### src/rtl/wave_gen_pkg.sv
// Shared types and reset constants for the multi-mode waveform generator.
package wave_gen_pkg;

    typedef enum logic [1:0] {
        SAW_UP   = 2'd0,
        SAW_DOWN = 2'd1,
        TRIANGLE = 2'd2,
        SQUARE   = 2'd3
    } wave_mode_t;

    localparam wave_mode_t MODE_RESET = SAW_UP;

endpackage

### src/rtl/wave_phase_acc.sv
// Phase accumulator: adds step on enabled cycles, flags the carry-out
// that marks a period wrap, and can be cleared to zero.
module wave_phase_acc #(
    parameter int ACC_W = 16
) (
    input  logic             clk,
    input  logic             reset,
    input  logic             en,
    input  logic             clear,
    input  logic [ACC_W-1:0] step,
    output logic [ACC_W-1:0] phase,
    output logic             carry
);

    logic [ACC_W:0] sum;

    assign sum   = {1'b0, phase} + {1'b0, step};
    assign carry = en & ~clear & sum[ACC_W];

    always_ff @(posedge clk) begin
        if (reset || clear) begin
            phase <= '0;
        end else if (en) begin
            phase <= sum[ACC_W-1:0];
        end
    end

endmodule

### src/rtl/multi_mode_wave_generator.sv
// Programmable waveform source: phase accumulator, four shapes, and a
// valid/ready configuration port whose settings take effect at a period wrap.
module multi_mode_wave_generator
    import wave_gen_pkg::*;
#(
    parameter int WIDTH = 8,
    parameter int ACC_W = 16
) (
    input  logic             clk,
    input  logic             reset,
    input  logic             en,
    input  logic             cfg_valid,
    output logic             cfg_ready,
    input  logic [1:0]       cfg_mode,
    input  logic [ACC_W-1:0] cfg_step,
    input  logic [WIDTH-1:0] cfg_duty,
    output logic [WIDTH-1:0] wave_out,
    output logic             wave_valid,
    output logic             wrap
);

    typedef struct packed {
        wave_mode_t       mode;
        logic [ACC_W-1:0] step;
        logic [WIDTH-1:0] duty;
    } cfg_t;

    localparam logic [ACC_W-1:0] STEP_RESET = ACC_W'(1) << (ACC_W - WIDTH);
    localparam logic [WIDTH-1:0] DUTY_RESET = WIDTH'(1) << (WIDTH - 1);
    localparam cfg_t CFG_RESET = '{mode: MODE_RESET, step: STEP_RESET, duty: DUTY_RESET};

    cfg_t             shadow;
    cfg_t             active;
    logic             pending;
    logic             accept;
    logic             force_apply;
    logic             apply;
    logic             phase_wrapped;
    logic [ACC_W-1:0] phase;
    logic             carry;
    logic [WIDTH-1:0] p;
    logic [WIDTH-1:0] tri_t;
    logic [WIDTH-1:0] shape;

    assign cfg_ready   = ~pending;
    assign accept      = cfg_valid & ~pending;
    // A stalled or zero-step accumulator never carries, so apply at once and restart the period.
    assign force_apply = pending & (~en | (active.step == '0));
    assign apply       = pending & (carry | force_apply);

    wave_phase_acc #(
        .ACC_W(ACC_W)
    ) u_phase_acc (
        .clk   (clk),
        .reset (reset),
        .en    (en),
        .clear (force_apply),
        .step  (active.step),
        .phase (phase),
        .carry (carry)
    );

    assign p     = phase[ACC_W-1 -: WIDTH];
    assign tri_t = {p[WIDTH-2:0], 1'b0};

    always_comb begin
        // NOTE: assign a default before the case so no path leaves shape unassigned (no latch).
        shape = '0;
        unique case (active.mode)
            SAW_UP:   shape = p;
            SAW_DOWN: shape = ~p;
            TRIANGLE: shape = p[WIDTH-1] ? ~tri_t : tri_t;
            SQUARE:   shape = (p < active.duty) ? '1 : '0;
        endcase
    end

    // NOTE: sequential state uses non-blocking assignments so every register samples pre-edge values.
    always_ff @(posedge clk) begin
        if (reset) begin
            shadow        <= CFG_RESET;
            active        <= CFG_RESET;
            pending       <= 1'b0;
            phase_wrapped <= 1'b0;
            wave_out      <= '0;
            wave_valid    <= 1'b0;
            wrap          <= 1'b0;
        end else begin
            if (accept) begin
                shadow  <= '{mode: wave_mode_t'(cfg_mode), step: cfg_step, duty: cfg_duty};
                pending <= 1'b1;
            end
            if (apply) begin
                active  <= shadow;
                pending <= 1'b0;
            end
            // Remembers that the held phase came from a carry until a valid sample reports it.
            if (force_apply) begin
                phase_wrapped <= 1'b0;
            end else if (en) begin
                phase_wrapped <= carry;
            end
            wave_out   <= shape;
            wave_valid <= en;
            wrap       <= phase_wrapped & en;
        end
    end

endmodule

### config.mk
export PLATFORM = sky130hd
export DESIGN_NAME = multi_mode_wave_generator
export DESIGN_NICKNAME = d
export VERILOG_FILES = /design/src/rtl/wave_gen_pkg.sv /design/src/rtl/wave_phase_acc.sv /design/src/rtl/multi_mode_wave_generator.sv
export SDC_FILE = /design/constraint.sdc
export NUM_CORES = 1
export LEC_CHECK = 0
export ABC_CLOCK_PERIOD_IN_PS = 3800
export CAP_MARGIN = 20
export CORE_ASPECT_RATIO = 0.6
export CORE_MARGIN = 4
export CORE_UTILIZATION = 50
export CTS_BUF_LIST = sky130_fd_sc_hd__clkbuf_4
export CTS_CLUSTER_DIAMETER = 60
export DETAILED_ROUTE_END_ITERATION = 10
export PLACE_DENSITY = 0.75
export SYNTH_ARGS = -nofsm -noshare
export SYNTH_HDL_FRONTEND = slang
export SYNTH_SLANG_ARGS = --single-unit
export TNS_END_PERCENT = 20
### constraint.sdc
create_clock -name clk -period 3.8 [get_ports clk]
set_input_delay 0.95 -clock clk [delete_from_list [all_inputs] [get_ports clk]]
set_output_delay 0.95 -clock clk [all_outputs]
set_load 0.01 [all_outputs]
# Word-level counts from Yosys, hierarchy flattened
# Index checks and enable logic that the tools add are counted.
[op_classes] add_sub_neg=1 n_mul=0 div_mod_pow=0 order_cmp=1 n_eq_ne=3 shifts=0 muxes=3 bitwise_logic=13 n_reduce_logical=5
[op_table] op="case mux 8 bit (4 select lines)" count=1
[op_table] op="adder 16 x 16 -> 17 bit" count=1
[op_table] op="zero test 16 bit" count=1
[op_table] op="2-to-1 mux 8 bit" count=2
[op_table] op="NOT 8 bit" count=2
[op_table] op="less-than comparator 8 bit" count=1
[op_table] op="bitwise AND 1 bit" count=6
[op_table] op="== test 2 bit (second input constant)" count=2
[op_table] op="OR reduction 2 bit" count=2
[op_table] op="NOT 1 bit" count=3
[op_table] op="== test 2 x 1 -> 1 bit (second input constant)" count=1
[op_table] op="zero test 2 bit" count=1
[op_table] op="OR 1 bit" count=2
[op_table] op="logical OR 1 bit" count=1
[totals] ff_bits=80 latchBits=0 ram_bits=0 romBits=0 out_inout_bits=11 n_memories=0

# Logic depth before layout (Yosys ltp)
# Gate-level depths: netlist of run 1.
[logic_depth] ltp_word=9 ltp_mapped=10 depth_no_buf=8

# By module
# Synthesis of run 1 repeated with hierarchy kept, for this count alone.
[hier_totals] cells_unflattened=467 area_unflattened_um2=3970.1
[by_module_without_submodules] module="multi_mode_wave_generator" n_inst=1 cells_per_inst=300 area_each_um2=2603.7 seq_area_each_um2=1281.2
[by_module_without_submodules] module="wave_phase_acc" n_inst=1 cells_per_inst=167 area_each_um2=1366.3 seq_area_each_um2=320.3

# Worst setup path before layout of run 1
# OpenSTA, ideal clock, no wires.
[synth_timing] path_type="register to register" start="register active[8] (netlist name)" end="register active[24] (netlist name)" setup_time_ps=128 arrival_time_ps=2376 setup_slack_ps=1297 stages_incl_launch_ff=11 n_path_buf=2 period_less_slack_ps=2503 path_cell_list="dfxtp_1 -> ha_1 -> fa_1 -> a211oi_2 -> o211ai_1 -> and4b_1 -> o41a_1 -> buf_4 -> buf_6 -> mux2i_1 -> nor2_1"
[synth_via] elab_chain_len=8 elab_cells_between_ends=9 classes_between="add/sub (1); bitwise (7); reduce/logical (1)"
[synth_lines] item="start, declared" line="multi_mode_wave_generator.sv:33" source="cfg_t active;"
[synth_lines] item="start signal, assigned" line="multi_mode_wave_generator.sv:93" source="active <= shadow;"
[synth_lines] item="parallel branches: the longest is 6 deep, another holds adder 16 x 16 -> 17 bit"
[synth_lines] item="OR 1 bit *" line="multi_mode_wave_generator.sv:49" source="assign apply = pending & (carry | force_apply);"
[synth_lines] item="bitwise AND 1 bit *" line="multi_mode_wave_generator.sv:49"
# Mark *: on every way between the ends.
# A chain may end at the register's enable or synchronous reset.

# Worst setup path in the final report of run 1
[layout_timing] start="register active[8] (netlist name)" end="register active[9] (netlist name)"
# The elaborated chain is that of the path after synthesis.

==> results.toml, run 1 <==
[timing]
setup_repair_after_global_routing_missed_its_margin = "false"
report.final.slew_viol_count = 0
timing.clock.skew_ps = 25.4
fmaxAchievable_mhz = 325
tightest_slew_ps = 1050
period_needed_ps = 3080
final-setup-viol-count = 0
hold_violations = 0
finalCritPeriodShare_pct = 81.1
fin_tns_setup_ps = 0
timing.max_slew.rel_slack_pct = 30.2

[worst_hold_path]
worstHoldEndpoint = "shadow[6]"
hold_path_depth = 2
min_from = "shadow[6]"
holdCritPathClass = "reg2reg"

[worst_setup_path]
worstPathArrival_ps = 3410
r2r_startpoint = "active[8]"
path_class = "reg2reg"
maximum_fanout_count_along_the_critical_path = 16
rrSetupSlack_ps = 720
crit_chain = "ha_1 -> fa_1 -> a211oi_2 -> o211ai_1 -> and4b_1 -> o41a_1 -> buf_4 -> mux2i_1 -> nor2_1"
critical_path.endpoint_type = "register"
reg2regPathDepth = 9
reg2reg_to = "active[9]"
critical_path.slowest_cell = "sky130_fd_sc_hd__o41a_1"
start_kind = "register"
cp_data_required_time_ps = 4130
max_stage_delay_ps = 660

[logic_synthesis]
synthesis.yosys.warnings = 0
synth_cells = 446
number_of_nets_produced_by_synthesis = 500
ys_ff_latch = 80
synth_enable_flop_cells = 0
yosysUniqueCellTypes = 44
synth.cell_area_sq_mm = 0.00387
synth.avg_cell_area_sq_um = 8.68
synthFlopType = "sky130_fd_sc_hd__dfxtp_1"
synthArstFlopShare_pct = 0
ys_seq_area_share_pct = 41.4

[detailed_routing]
drt_first_pass_iters = 5
postRouteAntennaNets = 0
wire_per_inst_um = 15.3
drc_errors = 0
detail_route.wirelength_um = 9020
drt_first_iter_violations = 165
viasPerCell = 5.50
routed-via-count = 3246

[grt]
gr-usage-all-layers_pct = 20.8
largest_net_degree_at_the_start_of_global_routing = 56
grt_overflow = 0
grt_pass1_wl_um = 15200
grt_pass1_vias = 3050
grt_antenna_before_repair = 0

[clocking]
clockBufferDepth = 2
cts.reportedPaths.clkPinSlew_ps = 120
clock_tree_from_tritoncts = "done"
cts-resized-gates = 0
clockRootBuffer = "sky130_fd_sc_hd__clkbuf_4"
clk-insertion-delay-late_ps = 460
clock-sinks = 80
cts_hold_buffers = 0
h-tree-depth = 3
post_cts_setup_inserts = 0
cts_made_buffers = 9

[die]
die_height_um = 76.2
core_footprint_sq_mm = 0.00739
floorplan.die.width_um = 122
io_pins = 41
placementRows = 24
fp.dieArea_sq_mm = 0.00926
initial_core_util_pct = 52.4

[finish]
most_frequent_standard_cell_in_the_layout_excluding_fill_and_tap_cells = "sky130_fd_sc_hd__dfxtp_1"
antennaDiodeCount = 0
flow.area_growth_from_synthesis_pct = 15.1
layout_common_cells = "80 x sky130_fd_sc_hd__dfxtp_1, 67 x sky130_fd_sc_hd__nand2_1, 54 x sky130_fd_sc_hd__nor2_1"
nNetsFinal = 536
layout-drive-gt1-share_pct = 5.35

[job]
max_cap_violations = 0

[power]
vdd_ir_drop_max_uv = 192
leakage_uw = 0.00171
power.total_uw = 1530
pwr_density_cell_mw_per_mm2 = 343

[outcome]
run_status = "complete, no violations"

[place]
gpl.final_weighted_congestion = 0.930
numPortBuffers = 40
dp_hpwl_um = 6750
==> cells in the mapped netlist (3+ instances only) <==
master / count / area, sq um
sky130_fd_sc_hd__mux2i_1: 30 / 300
sky130_fd_sc_hd__a211o_1: 3 / 26.3
sky130_fd_sc_hd__xnor2_1: 19 / 166
sky130_fd_sc_hd__nand3_1: 3 / 15.0
sky130_fd_sc_hd__xor2_1: 4 / 35.0
sky130_fd_sc_hd__dfxtp_1: 80 / 1600
sky130_fd_sc_hd__o21ai_0: 14 / 70.1
sky130_fd_sc_hd__o22a_1: 6 / 52.6
sky130_fd_sc_hd__a21oi_1: 40 / 200
sky130_fd_sc_hd__o21a_1: 3 / 22.5
sky130_fd_sc_hd__ha_1: 23 / 288
sky130_fd_sc_hd__nand2_1: 67 / 251
sky130_fd_sc_hd__a31oi_1: 3 / 18.8
sky130_fd_sc_hd__a21o_1: 12 / 90.1
sky130_fd_sc_hd__a211oi_1: 10 / 75.1
sky130_fd_sc_hd__nor4_1: 4 / 25.0
sky130_fd_sc_hd__nand3b_1: 3 / 22.5
sky130_fd_sc_hd__nor2_1: 54 / 203
sky130_fd_sc_hd__inv_1: 11 / 41.3
sky130_fd_sc_hd__o211ai_1: 9 / 67.6
sky130_fd_sc_hd__clkbuf_1: 16 / 60.1
sky130_fd_sc_hd__nor3_1: 6 / 30.0
==> where the power goes <==
part | switching (uW) | internal (uW) | total, uW
registers | 29.1 | 872 | 901
logic | 104 | 97.9 | 202
clock network | 291 | 136 | 427
total | 424 | 1110 | 1530
==> routing by layer <==
layer | global-route usage (%) | wire length [um]
met1 | 32.1 | 4750
met2 | 26.0 | 3400
met3 | 6.97 | 710
met4 | 7.49 | 164
met5 | 0 | 0
==> critical path: cells and delay by family, from the launching register on <==
kind,cells,cell delay (ps)
AND/OR/NAND/NOR,2,310
AO/OA/AOI/OAI,3,1070
adder cells (fa/ha/maj),2,700
flip-flops,1,350
buffers and inverters,1,340
multiplexers,1,190
==> worst max path at each step <==
stage,from,to,depth (start not counted)
detailed placement,en,active[9],7
global placement,en,active[13],7
floorplan,active[8],active[24],10
CTS,active[8],active[9],9
finish,active[8],active[9],9
global route,active[8],active[14],9
==> metrics by stage <==
stage               hold slack [ps]  cells  util (%)  setup slack (ps)  instance area, sq um
floorplan                       430    446         -              1300                  3870
global placement                446    575      58.8               597                  4350
detailed placement              449    575      58.8               548                  4350
CTS                             466    590      60.3               720                  4460
global route                    490    590      60.3               571                  4460
finish                          465    590      60.3               719                  4460
==> state kept, by name, indices dropped and copies added, names as in the netlist <==
| signal | count |
|---|---|
| active | 26 |
| shadow | 26 |
| u_phase_acc.phase | 16 |
| wave_out | 8 |
| pending | 1 |
| phase_wrapped | 1 |
| wave_valid | 1 |
| wrap | 1 |
==> cell type report <==
cell class	count	area (sq um)
Fill cell	686	2930
Multi-Input combinational cell	334	2140
Sequential cell	80	1600
Timing Repair Buffer	45	433
Tap cell	104	130
Clock buffer	10	75.1
Inverter	12	45.0
Clock inverter	5	35.0
==> cells by family (layout without fill, tap and decap cells) <==
family / Yosys count / count (layout) / share of synthesized area, %
XOR/XNOR: 23 / 23 / 5.20
adder cells (fa/ha/maj): 24 / 24 / 7.95
buffers and inverters: 32 / 72 / 3.43
flip-flops: 80 / 80 / 41.4
multiplexers: 30 / 30 / 7.76
AO/OA/AOI/OAI: 109 / 109 / 18.2
AND/OR/NAND/NOR: 148 / 148 / 16.1
(Power assumes the default switching activity.)
==> run 2: changes to the inputs <==
ABC_CLOCK_PERIOD_IN_PS = 2770   (was 3800)
PLACE_DENSITY = 0.78   (was 0.75)
clock period = 2.77 ns   (was 3.8 ns; I/O delays follow)
==> run 2 against run 1 <==
Combinational power up 44%; routed wire length grew 1.3%; worst hold slack hardly changed; critical path depth is 1 lower; non-clock buffer count grew 8; via count up 0.77%; cell area up 2.5%; sequential power is 38% higher; clock power up 69%; final cell count up 1.5%; setup slack worse by 590 ps.
==> results.toml, run 2 (synthesized netlist as in run 1, its figures left out) <==
[outcome]
run_status = "complete, no violations"

[clocking]
clock_tree_from_tritoncts = "done"
post_cts_setup_inserts = 0
clock-sinks = 80
clockBufferDepth = 2
cts_made_buffers = 9
clockRootBuffer = "sky130_fd_sc_hd__clkbuf_4"
clk-insertion-delay-late_ps = 450
cts.reportedPaths.clkPinSlew_ps = 140
h-tree-depth = 3

[worst_setup_path]
path_class = "reg2reg"
cp_data_required_time_ps = 3130
timing.critical_path.max_delay_family = "compound AO/OA/AOI/OAI gates"
critical_path.endpoint_type = "register"
max_stage_delay_ps = 430
crit_chain = "ha_1 -> fa_2 -> a211oi_2 -> o211ai_1 -> and4b_1 -> o41a_1 -> buf_12 -> a211o_1"
timing.critical_path.buf_inv = 1
r2r_startpoint = "active[8]"
critical_path.slowest_cell = "sky130_fd_sc_hd__o41a_1"
cp-startpoint = "active[8]"
worstPathArrival_ps = 3000
maximum_fanout_count_along_the_critical_path = 25
start_kind = "register"

[detailed_routing]
postRouteAntennaNets = 0
detail_route.wirelength_um = 9140
met1Wirelength_um = 4850
routed-via-count = 3271
viasPerCell = 5.46
drt_first_pass_iters = 5
wire_per_inst_um = 15.3
wl_met2_um = 3550
met3_wl_post_dr_um = 656
drc_errors = 0
top_layer_used = "met4"
drt_first_iter_violations = 159

[timing]
post-route-worst-setup-slack_ps = 132
setup_repair_after_global_routing_missed_its_margin = "false"
final-setup-viol-count = 0
hold_violations = 0
fin_tns_setup_ps = 0
finalCritPeriodShare_pct = 95.2
period_needed_ps = 2640
report.final.slew_viol_count = 0
fmaxAchievable_mhz = 379
timing.max_slew.rel_slack_pct = 44.8
timing.clock.skew_ps = 17.0
tightest_slew_ps = 826

[place]
post_dp_cell_area_sq_mm = 0.00442
dp_hpwl_um = 6900
numPortBuffers = 40
preCtsSetupSlack_ps = 93.5
gpl.final_weighted_congestion = 0.925

[die]
placementRows = 24
core_footprint_sq_mm = 0.00739
initial_core_util_pct = 52.4
io_pins = 41
die_height_um = 76.2
floorplan.die.width_um = 122
fp.dieArea_sq_mm = 0.00926

[power]
p_seq_share_pct = 55.0
power.total_uw = 2250
internal_power_uw = 1620
power_switching_share_pct = 27.7
switching_power_uw = 622
power.clock.fraction_pct = 32.0
vdd_ir_drop_max_uv = 318
combinationalPowerShare_pct = 12.9
pwr_density_cell_mw_per_mm2 = 492
leakage_uw = 0.00177

[finish]
most_frequent_standard_cell_in_the_layout_excluding_fill_and_tap_cells = "sky130_fd_sc_hd__dfxtp_1"
antennaDiodeCount = 0
layout-drive-gt1-share_pct = 7.07
num-fill-cells = 680
layout_common_cells = "80 x sky130_fd_sc_hd__dfxtp_1, 67 x sky130_fd_sc_hd__nand2_1, 54 x sky130_fd_sc_hd__nor2_1"
design_area_sq_mm = 0.00457
reg_top3 = "active: 26 flops, shadow: 26 flops, u_phase_acc.phase: 16 flops"
flow.area_growth_from_synthesis_pct = 18.0
nNetsFinal = 544
final_core_util_pct = 61.8

[grt]
grt_pass1_vias = 2998
grt_overflow = 0
grt_antenna_before_repair = 0
largest_net_degree_at_the_start_of_global_routing = 55
gr-usage-all-layers_pct = 20.5
grt_pass1_wl_um = 15100

[worst_hold_path]
min_from = "shadow[15]"
holdCritPathClass = "reg2reg"

[job]
max_cap_violations = 0
-- run 2: changes by cell type in the layout (fill, tap and decap cells not counted), sizes merged --
| cell | change |
|---|---|
| clkbuf | -1 |
| bufinv | +1 |
| buf | +8 |
| inv | +3 |
| clkinvlp | -2 |
-- run 2: tightest hold or removal path, cell delays in order, from the launching register on --
cell and delay [ps]:
sky130_fd_sc_hd__dfxtp_1 330, sky130_fd_sc_hd__nand2_1 50, sky130_fd_sc_hd__a21oi_1 50
-- run 2: layer usage --
layer | GRT usage [%] | vias up
met5 | 0 | -
met4 | 5.03 | 0
met3 | 7.42 | 9
met2 | 26.7 | 95
met1 | 31.4 | 1510
li1 | - | 1657
-- run 2: final timing paths --
check | end | slack, ps | depth (start not counted)
max | active[7] | 130 | 8
min reg2reg | shadow[15] | 470 | 2
max reg2reg | active[7] | 130 | 8
min | shadow[15] | 470 | 2
-- run 2: layout make-up --
type	count	area [sq um]	share of cell area, %
clock buffers	9	67.6	1.48
clock inverters	7	77.6	1.70
multi-input cells	334	2140	46.8
repair buffers	53	505	11.1
flip-flops and latches	80	1600	35.1
inverters	12	45.0	0.986
well taps	104	130	2.85
-- run 2: power by group through the flow --
| stage | sequential, uW | clock (uW) | combinational (uW) |
|---|---|---|---|
| after floorplan | 1250 | 0 | 185 |
| after CTS | 1240 | 737 | 290 |
| after global placement | 1260 | 0 | 282 |
| after detailed placement | 1260 | 0 | 289 |
| final | 1240 | 720 | 290 |
| after global routing | 1240 | 793 | 319 |
-- run 2: stage by stage --
| step | std cells | hold WS, ps |
|---|---|---|
| finish | 599 | 465 |
| global route | 599 | 488 |
| CTS | 599 | 470 |
| detailed placement | 583 | 451 |
| global placement | 583 | 443 |
| floorplan | 446 | 430 |
-- run 2: what timing repair did --
item | 4_1_cts | 5_1_grt
hold endpoints to repair | 0 | 0
endpoints found under the setup margin | 0 | 23
resized for setup | 0 | 1
hold buffers | 0 | 0
